File: config.mk
export PLATFORM = sky130hd
export DESIGN_NAME = corr_sample_loader_flat
export DESIGN_NICKNAME = d
export VERILOG_FILES = /design/src/rtl/corr_pkg.sv /design/src/rtl/mem_split32.sv /design/src/rtl/corr_win_shreg.sv /design/src/rtl/corr_sample_loader.sv /design/src/flat_wrapper.sv
export SDC_FILE = /design/constraint.sdc
export NUM_CORES = 1
export LEC_CHECK = 0
export BUFFER_PORTS_ARGS = -buffer_cell sky130_fd_sc_hd__buf_2
export CORE_UTILIZATION = 36
export DETAILED_ROUTE_END_ITERATION = 10
export GPL_TIMING_DRIVEN = 0
export HOLD_SLACK_MARGIN = 0.02
export PLACE_DENSITY = 0.67
export SYNTH_ARGS = -nofsm -noshare
export SYNTH_HDL_FRONTEND = slang
export SYNTH_SLANG_ARGS = --single-unit
File: constraint.sdc
create_clock -name clk -period 3.8 [get_ports clk]
set_input_delay 0.19 -clock clk [delete_from_list [all_inputs] [get_ports clk]]
set_output_delay 0.19 -clock clk [all_outputs]
set_load 0.01 [all_outputs]
File: src/rtl/corr_pkg.sv
// Shared types and helpers for the correlation sample loader.
package corr_pkg;

  // One complex sample; re sits in the low byte so a packed pair reads {im, re}.
  typedef struct packed {
    logic [7:0] im;
    logic [7:0] re;
  } sample_t;

  typedef enum logic [1:0] {
    ST_COLLECT,
    ST_WAIT_RDY,
    ST_WRITE,
    ST_START
  } state_t;

  // Number of complex elements in one emitted vector.
  function automatic int calc_mul_num(input int chnum, input int twidth);
    return chnum * twidth;
  endfunction

  // Two elements per 32-bit word, rounding up.
  function automatic int calc_nwords(input int mul_num);
    return (mul_num + 1) / 2;
  endfunction

  // Element 2k in the low half, element 2k+1 in the high half.
  function automatic logic [31:0] pack_word(input sample_t lo, input sample_t hi);
    return {hi.im, hi.re, lo.im, lo.re};
  endfunction

endpackage

File: src/rtl/mem_split32.sv
// Split-bus 32-bit memory port: request/write-enable/address/data out, ack back.
interface MemSplit32;
  logic        req;
  logic        we;
  logic [31:0] addr;
  logic [31:0] data;
  logic        ack;

  modport Master (output req, output we, output addr, output data, input ack);
  modport Slave  (input req, input we, input addr, input data, output ack);
endinterface

File: src/rtl/corr_win_shreg.sv
// Per-channel sliding window: tap 0 holds the newest sample.
module corr_win_shreg
  import corr_pkg::*;
#(
  parameter int TWIDTH = 3
) (
  input  logic                   clk,
  input  logic                   rst,
  input  logic                   en,
  input  sample_t                din,
  output sample_t [TWIDTH-1:0]   taps
);

  sample_t [TWIDTH-1:0] taps_reg;

  // Newest sample enters tap 0 on each enabled beat.
  always_ff @(posedge clk) begin
    if (!rst) begin
      taps_reg[0] <= '0;
    end else if (en) begin
      taps_reg[0] <= din;
    end
  end

  for (genvar gi = 1; gi < TWIDTH; gi++) begin : g_tap
    // Older taps take the value of their younger neighbour.
    always_ff @(posedge clk) begin
      if (!rst) begin
        taps_reg[gi] <= '0;
      end else if (en) begin
        taps_reg[gi] <= taps_reg[gi-1];
      end
    end
  end

  assign taps = taps_reg;

endmodule

File: src/rtl/corr_sample_loader.sv
// Collects per-channel sample windows, writes each new window into the
// correlation engine's sample region and then pulses the engine start.
module corr_sample_loader
  import corr_pkg::*;
#(
  parameter  int FIFO_BASE_ADDR = 99,
  parameter  int TWIDTH         = 3,
  parameter  int CHNUM          = 2,
  parameter  int INT_LENGTH     = 10,
  parameter  int IDWIDTH        = 8,
  localparam int VEC_W          = $clog2(INT_LENGTH + 1)
) (
  input  logic                     clk,
  input  logic                     rst,
  input  logic                     smpl_valid_i,
  output logic                     smpl_ready_o,
  input  logic [CHNUM*IDWIDTH-1:0] smpl_re_i,
  input  logic [CHNUM*IDWIDTH-1:0] smpl_im_i,
  input  logic                     clear_i,
  MemSplit32.Master                mif,
  input  logic                     acc_ready_i,
  output logic                     acc_start_o,
  output logic                     acc_last_o,
  output logic [VEC_W-1:0]         vec_cnt_o
);

  localparam int MUL_NUM = calc_mul_num(CHNUM, TWIDTH);
  localparam int NWORDS  = calc_nwords(MUL_NUM);
  localparam int WIDX_W  = (NWORDS > 1) ? $clog2(NWORDS) : 1;
  localparam int FILL_W  = $clog2(TWIDTH + 1);

  if (IDWIDTH != 8) begin : g_bad_idwidth
    $error("corr_sample_loader: IDWIDTH must be 8");
  end

  state_t            state_reg, state_next;
  logic [FILL_W-1:0] fill_reg, fill_next, fill_inc;
  logic [VEC_W-1:0]  vec_reg, vec_next, vec_inc;
  logic [WIDX_W-1:0] widx_reg, widx_next;
  logic [WIDX_W:0]   lo_idx, hi_idx;
  logic              accept;
  logic [31:0]       wr_word;
  sample_t           elem [2*NWORDS];

  // A beat is taken only in COLLECT and never alongside a clear.
  assign smpl_ready_o = (state_reg == ST_COLLECT);
  assign accept       = smpl_valid_i & smpl_ready_o & ~clear_i;

  for (genvar gi = 0; gi < CHNUM; gi++) begin : g_ch
    sample_t              din;
    sample_t [TWIDTH-1:0] taps;

    assign din.re = smpl_re_i[gi*8 +: 8];
    assign din.im = smpl_im_i[gi*8 +: 8];

    corr_win_shreg #(.TWIDTH(TWIDTH)) u_win (
      .clk  (clk),
      .rst  (rst),
      .en   (accept),
      .din  (din),
      .taps (taps)
    );

    for (genvar gj = 0; gj < TWIDTH; gj++) begin : g_tap
      assign elem[gi*TWIDTH + gj] = taps[gj];
    end
  end

  // With an odd element count the last word's upper half stays zero.
  if ((MUL_NUM % 2) != 0) begin : g_pad
    assign elem[MUL_NUM] = '0;
  end

  assign lo_idx   = {widx_reg, 1'b0};
  assign hi_idx   = {widx_reg, 1'b1};
  assign wr_word  = pack_word(elem[lo_idx], elem[hi_idx]);
  assign fill_inc = (fill_reg == FILL_W'(TWIDTH)) ? fill_reg : fill_reg + 1'b1;
  assign vec_inc  = vec_reg + 1'b1;
  assign vec_cnt_o = vec_reg;

  // State and counter registers.
  always_ff @(posedge clk) begin
    if (!rst) begin
      state_reg <= ST_COLLECT;
      fill_reg  <= '0;
      vec_reg   <= '0;
      widx_reg  <= '0;
    end else begin
      state_reg <= state_next;
      fill_reg  <= fill_next;
      vec_reg   <= vec_next;
      widx_reg  <= widx_next;
    end
  end

  // Next-state logic and bus/start outputs; a clear overrides everything.
  always_comb begin
    state_next  = state_reg;
    fill_next   = fill_reg;
    vec_next    = vec_reg;
    widx_next   = widx_reg;
    mif.req     = 1'b0;
    mif.we      = 1'b0;
    mif.addr    = '0;
    mif.data    = '0;
    acc_start_o = 1'b0;
    acc_last_o  = 1'b0;

    case (state_reg)
      ST_COLLECT: begin
        if (accept) begin
          fill_next = fill_inc;
          if (fill_inc == FILL_W'(TWIDTH)) begin
            state_next = ST_WAIT_RDY;
          end
        end
      end
      ST_WAIT_RDY: begin
        if (acc_ready_i) begin
          state_next = ST_WRITE;
        end
      end
      ST_WRITE: begin
        mif.req  = 1'b1;
        mif.we   = 1'b1;
        mif.addr = 32'(FIFO_BASE_ADDR) + 32'(widx_reg);
        mif.data = wr_word;
        if (mif.ack) begin
          if (widx_reg == WIDX_W'(NWORDS - 1)) begin
            widx_next  = '0;
            state_next = ST_START;
          end else begin
            widx_next = widx_reg + 1'b1;
          end
        end
      end
      ST_START: begin
        acc_start_o = 1'b1;
        state_next  = ST_COLLECT;
        if (vec_inc == VEC_W'(INT_LENGTH)) begin
          acc_last_o = 1'b1;
          vec_next   = '0;
        end else begin
          vec_next = vec_inc;
        end
      end
      default: state_next = ST_COLLECT;
    endcase

    if (clear_i) begin
      state_next  = ST_COLLECT;
      fill_next   = '0;
      vec_next    = '0;
      widx_next   = '0;
      acc_start_o = 1'b0;
      acc_last_o  = 1'b0;
    end
  end

endmodule

File: src/flat_wrapper.sv
// flat-port wrapper written by rule: the top's interface ports become plain ports
module corr_sample_loader_flat import corr_pkg::*;
#(
  parameter  int FIFO_BASE_ADDR = 99,
  parameter  int TWIDTH         = 3,
  parameter  int CHNUM          = 2,
  parameter  int INT_LENGTH     = 10,
  parameter  int IDWIDTH        = 8,
  localparam int VEC_W          = $clog2(INT_LENGTH + 1)
)
  (clk, rst, smpl_valid_i, smpl_ready_o, smpl_re_i, smpl_im_i, clear_i, acc_ready_i, acc_start_o, acc_last_o, vec_cnt_o, mif_req, mif_we, mif_addr, mif_data, mif_ack);
  MemSplit32 mif_i ();
  input  logic clk;
  input  logic rst;
  input  logic smpl_valid_i;
  output logic smpl_ready_o;
  input  logic [CHNUM*IDWIDTH-1:0] smpl_re_i;
  input  logic [CHNUM*IDWIDTH-1:0] smpl_im_i;
  input  logic clear_i;
  input  logic acc_ready_i;
  output logic acc_start_o;
  output logic acc_last_o;
  output logic [VEC_W-1:0] vec_cnt_o;
  output wire logic [$bits(mif_i.req)-1:0] mif_req;
  output wire logic [$bits(mif_i.we)-1:0] mif_we;
  output wire logic [$bits(mif_i.addr)-1:0] mif_addr;
  output wire logic [$bits(mif_i.data)-1:0] mif_data;
  input wire logic [$bits(mif_i.ack)-1:0] mif_ack;
  assign mif_req = mif_i.req;
  assign mif_we = mif_i.we;
  assign mif_addr = mif_i.addr;
  assign mif_data = mif_i.data;
  assign mif_i.ack = mif_ack;
  corr_sample_loader #(.FIFO_BASE_ADDR(FIFO_BASE_ADDR), .TWIDTH(TWIDTH), .CHNUM(CHNUM), .INT_LENGTH(INT_LENGTH), .IDWIDTH(IDWIDTH)) u_core (.clk(clk), .rst(rst), .smpl_valid_i(smpl_valid_i), .smpl_ready_o(smpl_ready_o), .smpl_re_i(smpl_re_i), .smpl_im_i(smpl_im_i), .clear_i(clear_i), .mif(mif_i), .acc_ready_i(acc_ready_i), .acc_start_o(acc_start_o), .acc_last_o(acc_last_o), .vec_cnt_o(vec_cnt_o));
endmodule
# [Word-level counts from Yosys, hierarchy flattened]
# Index checks and enable logic that the tools add are counted.
[totals] ff_bits=106 input_bits=38 out_inout_bits=73 wordCells=68
[op_classes] addsub=4 n_lt_le_gt_ge=2 eq_ne=12 muxes=23 bitwise_logic=6 reduce_logical=5
[ops] cell="$bmux 16 s3" n=2
[ops] cell="$mux 16" n=4
[ops] cell="$mux 32" n=2
[ops] cell="$mux 2" n=7
[ops] cell="$eq 2x2->1 const B" n=5
[ops] cell="$add 7x2->8 const A" n=1
[ops] cell="$ge 4x4->1 const B" n=2
[ops] cell="$ne 2x2->1 const B" n=4
[ops] cell="$not 3->4" n=2
[ops] cell="$pmux 2 s4" n=1
[ops] cell="$mux 1" n=6
[ops] cell="$reduce_and 5->1" n=1
[ops] cell="$add 2x1->2 const B" n=2
[ops] cell="$add 4x1->4 const B" n=1
[ops] cell="$eq 4x4->1 const B" n=1
[ops] cell="$mux 4" n=1
[ops] cell="$reduce_and 2->1" n=2
[ops] cell="$and 1x1->1" n=2
[ops] cell="$eq 2x1->1 const B" n=1
[ops] cell="$logic_not 2->1" n=1
[ops] cell="$ne 2x1->1 const B" n=1
[ops] cell="$not 1->1" n=2
[ops] cell="$reduce_or 2->1" n=1

# [Longest topological paths before layout]
[logic_depth] word_depth=6 depth_mapped=9 depth_no_buf=6

# [Modules after synthesis]
# From an unflattened synthesis, not the netlist that was laid out.
[hier_totals] hier_cells=562 hier_area_um2=5436.5
[by_module_without_submodules] module="corr_win_shreg" n_inst=2 cells_per_inst=155 area_per_inst_um2=1845.5 seq_area_each_um2=960.9
[by_module_without_submodules] module="corr_sample_loader" n_inst=1 cells_per_inst=252 area_per_inst_um2=1745.4 seq_area_each_um2=200.2

# [Worst setup path before layout]
# No wires, ideal clock.
[synth_path] path_type="reg2reg" startpoint="reg u_core.widx_reg[0]" endpoint="reg u_core.state_reg[1]" setup_ns=0.128 arrival_ns=1.843 required_ns=3.672 slack_ns=1.829 stages_incl_launch_ff=10 path_buffers=3 synth_period_minus_slack_ns=1.971 cell_sequence="dfxtp_1 -> buf_4 -> buf_2 -> buf_2 -> inv_1 -> ha_1 -> nand2_1 -> a222oi_1 -> mux2i_1 -> nor2_1"
[synth_between] elab_chain_len=3
[synth_lines] item="start: declaration" line_no="corr_sample_loader.sv:39" text="logic [WIDX_W-1:0] widx_reg, widx_next;"
[synth_lines] item="start signal: assignment" line_no="corr_sample_loader.sv:92" text="widx_reg <= widx_next;"
[synth_lines] item="$eq 2x2->1" line_no="corr_sample_loader.sv:129" text="if (widx_reg == WIDX_W'(NWORDS - 1)) begin"
[synth_lines] item="$ne 2x1->1 (no source line)"
[synth_lines] item="$reduce_and 5->1 (no source line)"
[synth_lines] item="end signal: assignment" line_no="corr_sample_loader.sv:89" text="state_reg <= state_next;"
[synth_lines] item="end: declaration" line_no="corr_sample_loader.sv:36" text="state_t state_reg, state_next;"
# No other way between the ends.
# A chain may end at the register's enable or synchronous reset.

# [Worst setup path after layout]
[layout_path] startpoint="reg u_core.state_reg[0]" endpoint="out mif_data[23]"
[layout_between] elab_chain_len=2
[layout_lines] item="$eq 2x2->1" line_no="corr_sample_loader.sv:109" text="case (state_reg)"
[layout_lines] item="$mux 32" line_no="corr_sample_loader.sv:109"
[layout_lines] item="end: declaration" line_no="flat_wrapper.sv:27" text="output wire logic [$bits(mif_i.data)-1:0] mif_data;"
# No other way between the ends.

==> flow_metrics.py <==
metrics = {
    "logic_synthesis": {
        "synth_edf_count": 0,
        "yosysTopAreaCell": "dfxtp_1",
        "ys.flop_type": "dfxtp_1",
        "synth.area.top_cells": "dfxtp_1, nand2_1, a21boi_0, mux2i_1, buf_4",
        "synth_top_area_share_pct": 40.0,
        "synth_cell_types": 34,
        "syn_area_mm2": 0.00530,
        "ys_seq_area_share_pct": 40.0,
        "async_flop_share_pct": 0,
        "syn-instance-count": 670,
        "synth-seq-cells": 106,
        "yosysWarnings": 0,
        "avgSynthCellArea_um2": 7.91,
    },
    "setup_path": {
        "critical_path.slowest_cell": "clkbuf_1",
        "critPathRequiredTime_ps": 3610,
        "critPathMaxStageDelay_ps": 460,
        "path_max_fanout": 10,
        "critPathMostFrequentCell": "clkbuf_1",
        "worst-setup-path-type": "reg2out",
        "critPathArrivalTime_ps": 2400,
        "path_cells": "inv_1 -> ha_1 -> clkbuf_1 -> clkbuf_1 -> and2_1 -> buf_2",
        "critPathLaunchType": "flop",
        "crit_path_end_kind": "output port",
    },
    "floorplan": {
        "ios": 111,
        "fp.dieW_um": 123,
        "rows": 43,
        "dieArea_mm2": 0.0152,
        "core_area_mm2": 0.0141,
        "start_util_pct": 37.6,
        "die_h_um": 123,
    },
    "clock_tree": {
        "post-cts-setup-buffers": 0,
        "cts_tree": "done",
        "cts_num_sinks": 106,
        "cts-root-buf": "clkbuf_16",
        "hold_buffers": 0,
        "numCtsBuffers": 9,
        "ctsResizeCount": 0,
        "cts.htree.levels": 3,
        "cts.path.max_buffers": 2,
        "cts.clk_slew.worst_paths_ps": 80,
        "clk_latency_ps": 360,
    },
    "drt": {
        "drc_errors": 0,
        "ant_nets": 0,
        "vias": 4716,
        "wirelength_mm": 14.6,
        "drtPass1Iterations": 5,
        "routedWlPerCell_um": 15.0,
        "vias_per_cell": 4.84,
        "detail_route.iter0.violations": 343,
    },
    "power": {
        "finalPower_mw": 2.23,
        "sequentialPowerShare_pct": 52.0,
        "p_comb_share_pct": 7.9,
        "p_switching_mw": 0.555,
        "p_clk_share_pct": 40.2,
        "leakage_nw": 2.45,
        "powerDensity_mw_per_mm2": 353,
        "swShare_pct": 24.9,
        "peakVddDrop_uv": 208,
        "power.internal_mw": 1.67,
    },
    "min_path": {
        "hp-class": "in2reg",
    },
    "final_layout": {
        "multi_input_area_mm2": 0.00280,
        "largest_reg_flops": 96,
        "nNetsFinal": 839,
        "fin_area_mm2": 0.00631,
        "drive_above_1_share_pct": 19.5,
        "antennaDiodeCount": 0,
        "areaGrowthSynthToFinish_pct": 19.1,
        "seq_area_mm2": 0.00212,
        "finalNonFillerCells": 975,
        "n_fill_cell": 1457,
    },
    "global_routing": {
        "antenna_found_initial": 0,
        "grt_pass1_vias": 4182,
        "track_usage_pct": 20.1,
        "gr-total-overflow": 0,
        "grt_pass1_wl_mm": 22.9,
        "grt_max_degree": 17,
    },
    "timing": {
        "worst_slew_pin_slew_ps": 672,
        "slew_headroom_pct": 55.2,
        "fin_crit_ps": 2590,
        "hold_violations": 0,
        "slew_violations": 0,
        "max_freq_mhz": 386,
        "layout_setup_ws_ps": 1210,
        "rsz0062_at_grt": "no",
        "skew_ps": 10.7,
        "setup_viol": 0,
        "final.setup.tns_ps": 0,
        "post-route-period-util_pct": 68.2,
    },
    "placed_design": {
        "pre_cts_ws_ps": 1500,
        "dpl_cell_area_mm2": 0.00604,
        "place_congestion": 0.821,
        "place_hpwl_mm": 10.8,
        "dp.cells": 959,
        "portBuffers": 83,
    },
    "status": {
        "status": "completed",
    },
    "flow_run": {
        "cap_violations": 0,
    },
}
[power by group through the flow]
stage	combinational [mW]	clock (mW)	sequential (mW)
global placement	0.172	0	1.18
global route	0.197	0.953	1.16
floorplan	0.119	0	1.17
finish	0.175	0.894	1.16
CTS	0.174	0.903	1.16
detailed placement	0.174	0	1.18
[cells in the mapped netlist, types with 2 or more instances]
| cell type | instances |
|---|---|
| clkbuf_1 | 22 |
| nor2_1 | 7 |
| o22ai_1 | 21 |
| or3b_2 | 2 |
| buf_1 | 2 |
| a21boi_1 | 10 |
| buf_4 | 35 |
| mux2i_1 | 33 |
| ha_1 | 11 |
| nand3_1 | 2 |
| a21oi_1 | 5 |
| buf_2 | 20 |
| nor2b_1 | 5 |
| dfxtp_1 | 106 |
| and3_1 | 2 |
| and2_1 | 34 |
| nand2_1 | 232 |
| inv_1 | 6 |
| o21ai_0 | 14 |
| a21boi_0 | 86 |
| nand2b_1 | 2 |
[final cells by class]
type	count	share of cell area, %
Sequential cell	106	33.6
Timing Repair Buffer	83	6.58
Tap cell	180	3.57
Buffer	79	7.18
Clock buffer	12	3.90
Multi-Input combinational cell	505	44.4
Inverter	6	0.357
Clock inverter	4	0.436
[kinds of logic after synthesis]
logic type      share of synthesized area [%]
xor+xnor                                0.165
simple gates                             23.4
compound gates                           18.5
fa+ha+maj                                2.60
flops                                    40.0
mux                                      6.23
buf+inv                                  8.97
other cells                            0.0708
[critical path, delay by kind of cell, from the launching register on]
| kind | cells | cell delay, ps |
|---|---|---|
| buf+inv | 4 | 1140 |
| fa+ha+maj | 1 | 300 |
| simple gates | 1 | 260 |
| flops | 1 | 350 |
[placed cells by master (no fill, tap or decap), types with 3 or more instances in the layout]
| master | count |
|---|---|
| nor2_1 | 7 |
| buf_4 | 35 |
| a21oi_1 | 5 |
| o21ai_0 | 14 |
| clkbuf_1 | 24 |
| nand2_1 | 232 |
| conb_1 | 27 |
| inv_1 | 6 |
| dfxtp_1 | 106 |
| and2_1 | 34 |
| clkinvlp_4 | 3 |
| buf_2 | 103 |
| a21boi_0 | 86 |
| clkbuf_16 | 9 |
| o22ai_1 | 21 |
| a21boi_1 | 10 |
| mux2i_1 | 33 |
| ha_1 | 11 |
| nor2b_1 | 5 |
[per-stage QoR]
stage	hold slack, ps	utilization (%)
after detailed placement	449	42.8
final	78.3	44.8
after floorplan	335	-
after global routing	88.4	44.8
after global placement	440	42.8
after CTS	73.8	44.8
[path summary, 6_finish.rpt]
check,from,endpoint,slack (ps),cells after the start
max,u_core.state_reg[0],mif_data[23],1210,6
min,smpl_im_i[10],u_core.g_ch[1].u_win.taps[10],80,3
max reg2reg,u_core.widx_reg[0],u_core.state_reg[1],1510,9
min reg2reg,u_core.g_ch[0].u_win.taps[37],u_core.g_ch[0].u_win.taps[37],460,2
[layer usage]
metal	vias to the layer above	track usage, %	part of all wire (%)
li1	2373	-	-
met1	2197	26.8	47
met2	130	32.8	47
met3	16	4.34	5.3
met4	0	4.82	1.2
met5	-	0	0
Note: power is estimated with default switching activity, not from simulation.
